**config.mk**
```make
export PLATFORM = sky130hd
export DESIGN_NAME = regfile_write_arbiter
export DESIGN_NICKNAME = d
export VERILOG_FILES = /design/src/rtl/regfile_ctrl_pkg.sv /design/src/rtl/regfile_write_arbiter_rr.sv /design/src/rtl/regfile_write_arbiter.sv
export SDC_FILE = /design/constraint.sdc
export NUM_CORES = 1
export LEC_CHECK = 0
export ABC_AREA = 1
export CORE_ASPECT_RATIO = 1.5
export CORE_MARGIN = 2
export CORE_UTILIZATION = 41
export CTS_BUF_LIST = sky130_fd_sc_hd__clkbuf_4 sky130_fd_sc_hd__clkbuf_8
export CTS_CLUSTER_SIZE = 20
export DETAILED_ROUTE_END_ITERATION = 10
export GPL_TIMING_DRIVEN = 0
export PLACE_DENSITY_LB_ADDON = 0.25
export SLEW_MARGIN = 25
export SYNTH_ARGS = -nofsm -noshare
export SYNTH_HDL_FRONTEND = slang
export SYNTH_SLANG_ARGS = --single-unit
```
**constraint.sdc**
```tcl
create_clock -name clock_i -period 2.9 [get_ports clock_i]
set_clock_uncertainty 0.05 [all_clocks]
set_input_delay 0.58 -clock clock_i [delete_from_list [all_inputs] [get_ports clock_i]]
set_output_delay 0.58 -clock clock_i [all_outputs]
set_load 0.05 [all_outputs]
```
**src/rtl/regfile_ctrl_pkg.sv**
```systemverilog
// Shared defaults, FSM encoding and grant-index sizing for the register file write-port controller.
package regfile_ctrl_pkg;

  localparam int DEF_DATA_W = 32;
  localparam int DEF_ADDR_W = 5;

  typedef enum logic [1:0] {
    ST_IDLE = 2'd0,
    ST_INIT = 2'd1,
    ST_DONE = 2'd2
  } state_e;

  // A single requester still needs a one-bit index port.
  function automatic int idx_width(input int n);
    return (n <= 1) ? 1 : $clog2(n);
  endfunction

endpackage

```
**src/rtl/regfile_write_arbiter_rr.sv**
```systemverilog
// Combinational round-robin picker: first asserted request at or above ptr, wrapping.
// Latency 0; grants nothing when disabled, no state of its own.
module rr_arbiter
  import regfile_ctrl_pkg::*;
#(
  parameter int NUM_REQ = 3,
  localparam int IDX_W = idx_width(NUM_REQ)
) (
  input  logic [NUM_REQ-1:0] req_i,
  input  logic [IDX_W-1:0]   ptr_i,
  input  logic               en_i,
  output logic [NUM_REQ-1:0] gnt_o,
  output logic [IDX_W-1:0]   idx_o
);

  logic found;
  int   j;

  always_comb begin
    gnt_o = '0;
    idx_o = '0;
    found = 1'b0;
    j     = 0;
    for (int k = 0; k < NUM_REQ; k++) begin
      j = (int'(ptr_i) + k) % NUM_REQ;
      if (en_i && !found && req_i[j]) begin
        found    = 1'b1;
        gnt_o[j] = 1'b1;
        idx_o    = IDX_W'(j);
      end
    end
  end

endmodule

```
**src/rtl/regfile_write_arbiter.sv**
```systemverilog
// Shares the register file write port between round-robin requesters and an init sweep (reg i = i).
// Write lands one cycle after handshake; requesters stall (ready=0) during the sweep.
module regfile_write_arbiter
  import regfile_ctrl_pkg::*;
#(
  parameter int NUM_REQ = 3,
  parameter int DATA_W  = DEF_DATA_W,
  parameter int ADDR_W  = DEF_ADDR_W,
  localparam int IDX_W  = idx_width(NUM_REQ)
) (
  input  logic                      clock_i,
  input  logic                      reset_ni,
  input  logic [NUM_REQ-1:0]        req_valid_i,
  input  logic [NUM_REQ*ADDR_W-1:0] req_addr_i,
  input  logic [NUM_REQ*DATA_W-1:0] req_data_i,
  output logic [NUM_REQ-1:0]        req_ready_o,
  input  logic                      init_start_i,
  output logic                      init_busy_o,
  output logic                      init_done_o,
  output logic                      wr_en_o,
  output logic [ADDR_W-1:0]         wr_addr_o,
  output logic [DATA_W-1:0]         wr_data_o,
  output logic [IDX_W-1:0]          grant_id_o
);

  state_e              state_q;
  logic [IDX_W-1:0]    ptr_q, ptr_d;
  logic [ADDR_W-1:0]   cnt_q;
  logic                wr_en_q;
  logic [ADDR_W-1:0]   wr_addr_q;
  logic [DATA_W-1:0]   wr_data_q;
  logic [IDX_W-1:0]    grant_id_q;

  logic                arb_en;
  logic [NUM_REQ-1:0]  gnt;
  logic [IDX_W-1:0]    gnt_idx;
  logic                hs;
  logic [ADDR_W-1:0]   sel_addr;
  logic [DATA_W-1:0]   sel_data;

  // init_start pre-empts arbitration in the same cycle it arrives.
  assign arb_en = reset_ni && (state_q == ST_IDLE) && !init_start_i;

  rr_arbiter #(.NUM_REQ(NUM_REQ)) u_rr (
    .req_i (req_valid_i),
    .ptr_i (ptr_q),
    .en_i  (arb_en),
    .gnt_o (gnt),
    .idx_o (gnt_idx)
  );

  assign hs       = |(req_valid_i & gnt);
  assign sel_addr = req_addr_i[gnt_idx*ADDR_W +: ADDR_W];
  assign sel_data = req_data_i[gnt_idx*DATA_W +: DATA_W];
  assign ptr_d    = (gnt_idx == IDX_W'(NUM_REQ - 1)) ? '0 : gnt_idx + IDX_W'(1);

  always_ff @(posedge clock_i) begin
    if (!reset_ni) begin
      state_q    <= ST_IDLE;
      ptr_q      <= '0;
      cnt_q      <= ADDR_W'(1);
      wr_en_q    <= 1'b0;
      wr_addr_q  <= '0;
      wr_data_q  <= '0;
      grant_id_q <= '0;
    end else begin
      case (state_q)
        ST_IDLE: begin
          if (init_start_i) begin
            state_q <= ST_INIT;
            wr_en_q <= 1'b0;
          end else if (hs) begin
            ptr_q      <= ptr_d;
            grant_id_q <= gnt_idx;
            // r0 is hardwired: accept the request but never strobe the port.
            wr_en_q    <= (sel_addr != '0);
            wr_addr_q  <= sel_addr;
            wr_data_q  <= sel_data;
          end else begin
            wr_en_q <= 1'b0;
          end
        end
        ST_INIT: begin
          // cnt wraps to 0 only after the top address has been written.
          if (cnt_q == '0) begin
            state_q <= ST_DONE;
            wr_en_q <= 1'b0;
            cnt_q   <= ADDR_W'(1);
          end else begin
            wr_en_q   <= 1'b1;
            wr_addr_q <= cnt_q;
            wr_data_q <= DATA_W'(cnt_q);
            cnt_q     <= cnt_q + ADDR_W'(1);
          end
        end
        default: begin
          state_q <= ST_IDLE;
          wr_en_q <= 1'b0;
        end
      endcase
    end
  end

  assign req_ready_o = gnt;
  assign init_busy_o = (state_q == ST_INIT);
  assign init_done_o = (state_q == ST_DONE);
  assign wr_en_o     = wr_en_q;
  assign wr_addr_o   = wr_addr_q;
  assign wr_data_o   = wr_data_q;
  assign grant_id_o  = grant_id_q;

endmodule

```
==> impl_metrics.py <==
metrics = {
    "grt": {
        "grt_pass1_wl_mm": 16.53,
        "antenna_found_initial": 0,
        "grtUsageTotal_pct": 26.40,
        "grt_overflow": 0,
        "grt_max_degree": 14,
        "grt_pass1_vias": 3655,
    },
    "floorplan": {
        "die_area_um2": 8052,
        "chipHeight_um": 108.9,
        "start_util_pct": 41.90,
        "die_w_um": 73.94,
        "rows": 38,
        "io-pin-count": 162,
        "core-area_um2": 7179,
    },
    "clocking": {
        "cts_buffer_depth": 2,
        "post_cts_buffers": 0,
        "clock_latency_ps": 310,
        "numCtsBuffers": 5,
        "clock_sinks": 49,
        "cts_tree": "yes",
        "h-tree-depth": 2,
        "cts_root_buf": "clkbuf_8",
        "cts.clk_slew.worst_paths_ps": 80,
    },
    "critical_path": {
        "critPathKind": "in2out",
        "critical_path.endpoint_type": "output port",
        "slowest_delay_ps": 540,
        "required_ps": 2270,
        "crit_fanout": 5,
        "cp_cell_sequence": "clkdlybuf4s50_1 > inv_1 > nand2_1 > nand3_1 > nand2_2 > nor2_2 > nand3_2 > inv_2 > or2_2 > clkbuf_4",
        "slowest_stage": "clkdlybuf4s50_1",
        "start_kind": "input port",
        "worstPathArrival_ps": 2190,
    },
    "logic_synthesis": {
        "synth_compound_area_share_pct": 21.26,
        "synthAdderAreaFrac_pct": 2.496,
        "synth_top_family_by_area": "simple AND/OR/NAND/NOR gates",
        "synthXorXnorAreaFrac_pct": 0.2912,
        "syn_area_um2": 3008,
        "synth_seq_cells": 49,
        "synth-simple-area-share_pct": 33.86,
        "synth_ff_type": "dfxtp_1",
        "yosysWarningCount": 0,
        "async_flop_share_pct": 0,
        "ys_seq_area_share_pct": 32.61,
        "synth_cells": 494,
        "ys_types": 29,
        "synthMuxAreaShare_pct": 0,
        "syn-num-nets": 617,
        "synth_edf_count": 0,
        "syn_area_per_cell_um2": 6.089,
    },
    "sta": {
        "max_clock_freq_mhz": 355.0,
        "finalMaxSlewViolations": 0,
        "fin_crit_ps": 2817,
        "worst_pin_slew_ps": 547.0,
        "fin_crit_sh_pct": 97.14,
        "rsz0062_at_grt": "no",
        "setup_ws_ps": 82.98,
        "setup_tns_ps": 0,
        "finalSetupViolations": 0,
        "max_slew_margin_pct": 63.42,
        "hold_viol": 0,
    },
    "detailed_routing": {
        "drc_errors": 0,
        "drt-met1-wl_mm": 4.013,
        "drt_iter0_markers": 246,
        "wl_met2_mm": 5.795,
        "drt_first_pass_iters": 5,
        "dr_total_vias": 3834,
        "antenna_left": 0,
        "wl_per_cell_um": 14.17,
        "avgViaCountPerCell": 5.031,
        "drt-total-wl_mm": 10.80,
        "topRoutingLayerUsed": "met4",
        "wl_met3_um": 667,
    },
    "layout": {
        "syn_to_final_growth_pct": 61.61,
        "final_area_um2": 4861,
        "nNetsFinal": 784,
        "final_common_cell": "nand2_1",
        "diodes": 0,
        "fin_util_pct": 67.71,
        "final_cell_mix": "nand2_1, clkdlybuf4s50_1, o21ai_0, nor2_1, dfxtp_1",
        "fillers": 663,
        "drive_gt1_share_pct": 9.215,
    },
    "power": {
        "seqPwrFrac_pct": 34.4,
        "swShare_pct": 39.84,
        "power.switching_uw": 894.4,
        "combPwrFrac_pct": 46.6,
        "power.density_nw_per_um2": 461.8,
        "pwr-share-clk_pct": 19.0,
        "ir_drop_mv": 0.3478,
        "p_int_mw": 1.350,
        "total_leakage_power_nw": 1.978,
    },
    "placed_design": {
        "place_area_um2": 4735,
        "place_ws_ps": -570.9,
        "gp_congestion": 0.8907,
        "io_buffers": 160,
        "hpwl_mm": 8.526,
    },
    "job": {
        "maxCapViolations": 0,
    },
    "status": {
        "outcome": "completed",
    },
    "hold_path": {
        "hold_class": "reg2reg",
    },
}
[state kept, by name, indices dropped and copies added (netlist names)]
name / flops
wr_addr_o: 5
state_q: 2
grant_id_o: 2
wr_data_o: 32
ptr_q: 2
wr_en_o: 1
cnt_q: 5
[stage by stage]
| step | instances | power (mW) | hold slack (ps) |
|---|---|---|---|
| after detailed placement | 754 | 1.811 | 402.1 |
| after floorplan | 494 | 1.405 | 407.3 |
| after global routing | 762 | 2.366 | 437.1 |
| final | 762 | 2.245 | 416.0 |
| after global placement | 754 | 1.793 | 396.7 |
| after CTS | 762 | 2.231 | 414.6 |
[synthesized netlist by cell type, types with 2 or more instances]
master | count | area share [%]
o21ai_1 | 22 | 3.7
nand3_1 | 14 | 2.3
nand2_2 | 2 | 0.42
a21oi_1 | 41 | 6.8
inv_1 | 33 | 4.1
clkbuf_1 | 13 | 1.6
nand4_1 | 4 | 0.83
o21ai_2 | 4 | 1.2
nand3_2 | 3 | 1.0
dfxtp_1 | 49 | 33
nor3_1 | 2 | 0.33
buf_4 | 4 | 1.0
nor2_2 | 2 | 0.42
ha_1 | 6 | 2.5
nor2_1 | 50 | 6.2
buf_2 | 9 | 1.5
o21ai_0 | 52 | 8.7
nand2_1 | 167 | 21
or2_2 | 3 | 0.62
inv_2 | 5 | 0.62
[timing repair]
action	CTS	global route
gates resized for setup	17	28
setup endpoints to repair	3	37
gates cloned	0	0
hold buffers	0	0
[power by group through the flow]
stage / registers [mW] / logic, mW / clock network (mW)
floorplan: 0.953 / 0.452 / 0
global placement: 0.783 / 1.01 / 0
detailed placement: 0.785 / 1.03 / 0
CTS: 0.770 / 1.03 / 0.432
global route: 0.778 / 1.13 / 0.456
finish: 0.772 / 1.05 / 0.427
[layout make-up]
type	instances	area (um2)	area share (%)
tap	100	125.1	2.574
inverter	39	150.1	3.089
sequential	49	982.2	20.21
buffer	28	151.4	3.115
timing repair buffer	160	1599	32.90
multi-input combinational	378	1762	36.24
clock buffer	8	91.34	1.879
[critical path: cells and delay by family]
kind                   cells  cell delay, ps
buffers and inverters      4             870
and+or+nand+nor            6             720
[metal layers]
metal | vias up | track usage (%)
met4 | 0 | 10.91
met2 | 158 | 48.72
met5 | - | 0
li1 | 1911 | -
met3 | 25 | 5.268
met1 | 1740 | 28.45
[cell families after synthesis]
group	count (synthesis)
fa+ha+maj	6
buf+inv	67
flops	49
simple gates	249
compound gates	122
xor+xnor	1
[path summary, 6_finish.rpt]
| check | slack [ps] | to | depth (start not counted) | start |
|---|---|---|---|---|
| worst max-delay path | 80 | req_ready_o[2] | 10 | req_valid_i[1] |
| worst min register to register | 420 | wr_data_o[16] | 2 | wr_data_o[16] |
| worst min-delay path | 420 | wr_data_o[16] | 2 | wr_data_o[16] |
| worst max register to register | 210 | wr_data_o[4] | 18 | ptr_q[1] |
Power figures use the tool's default switching activity.
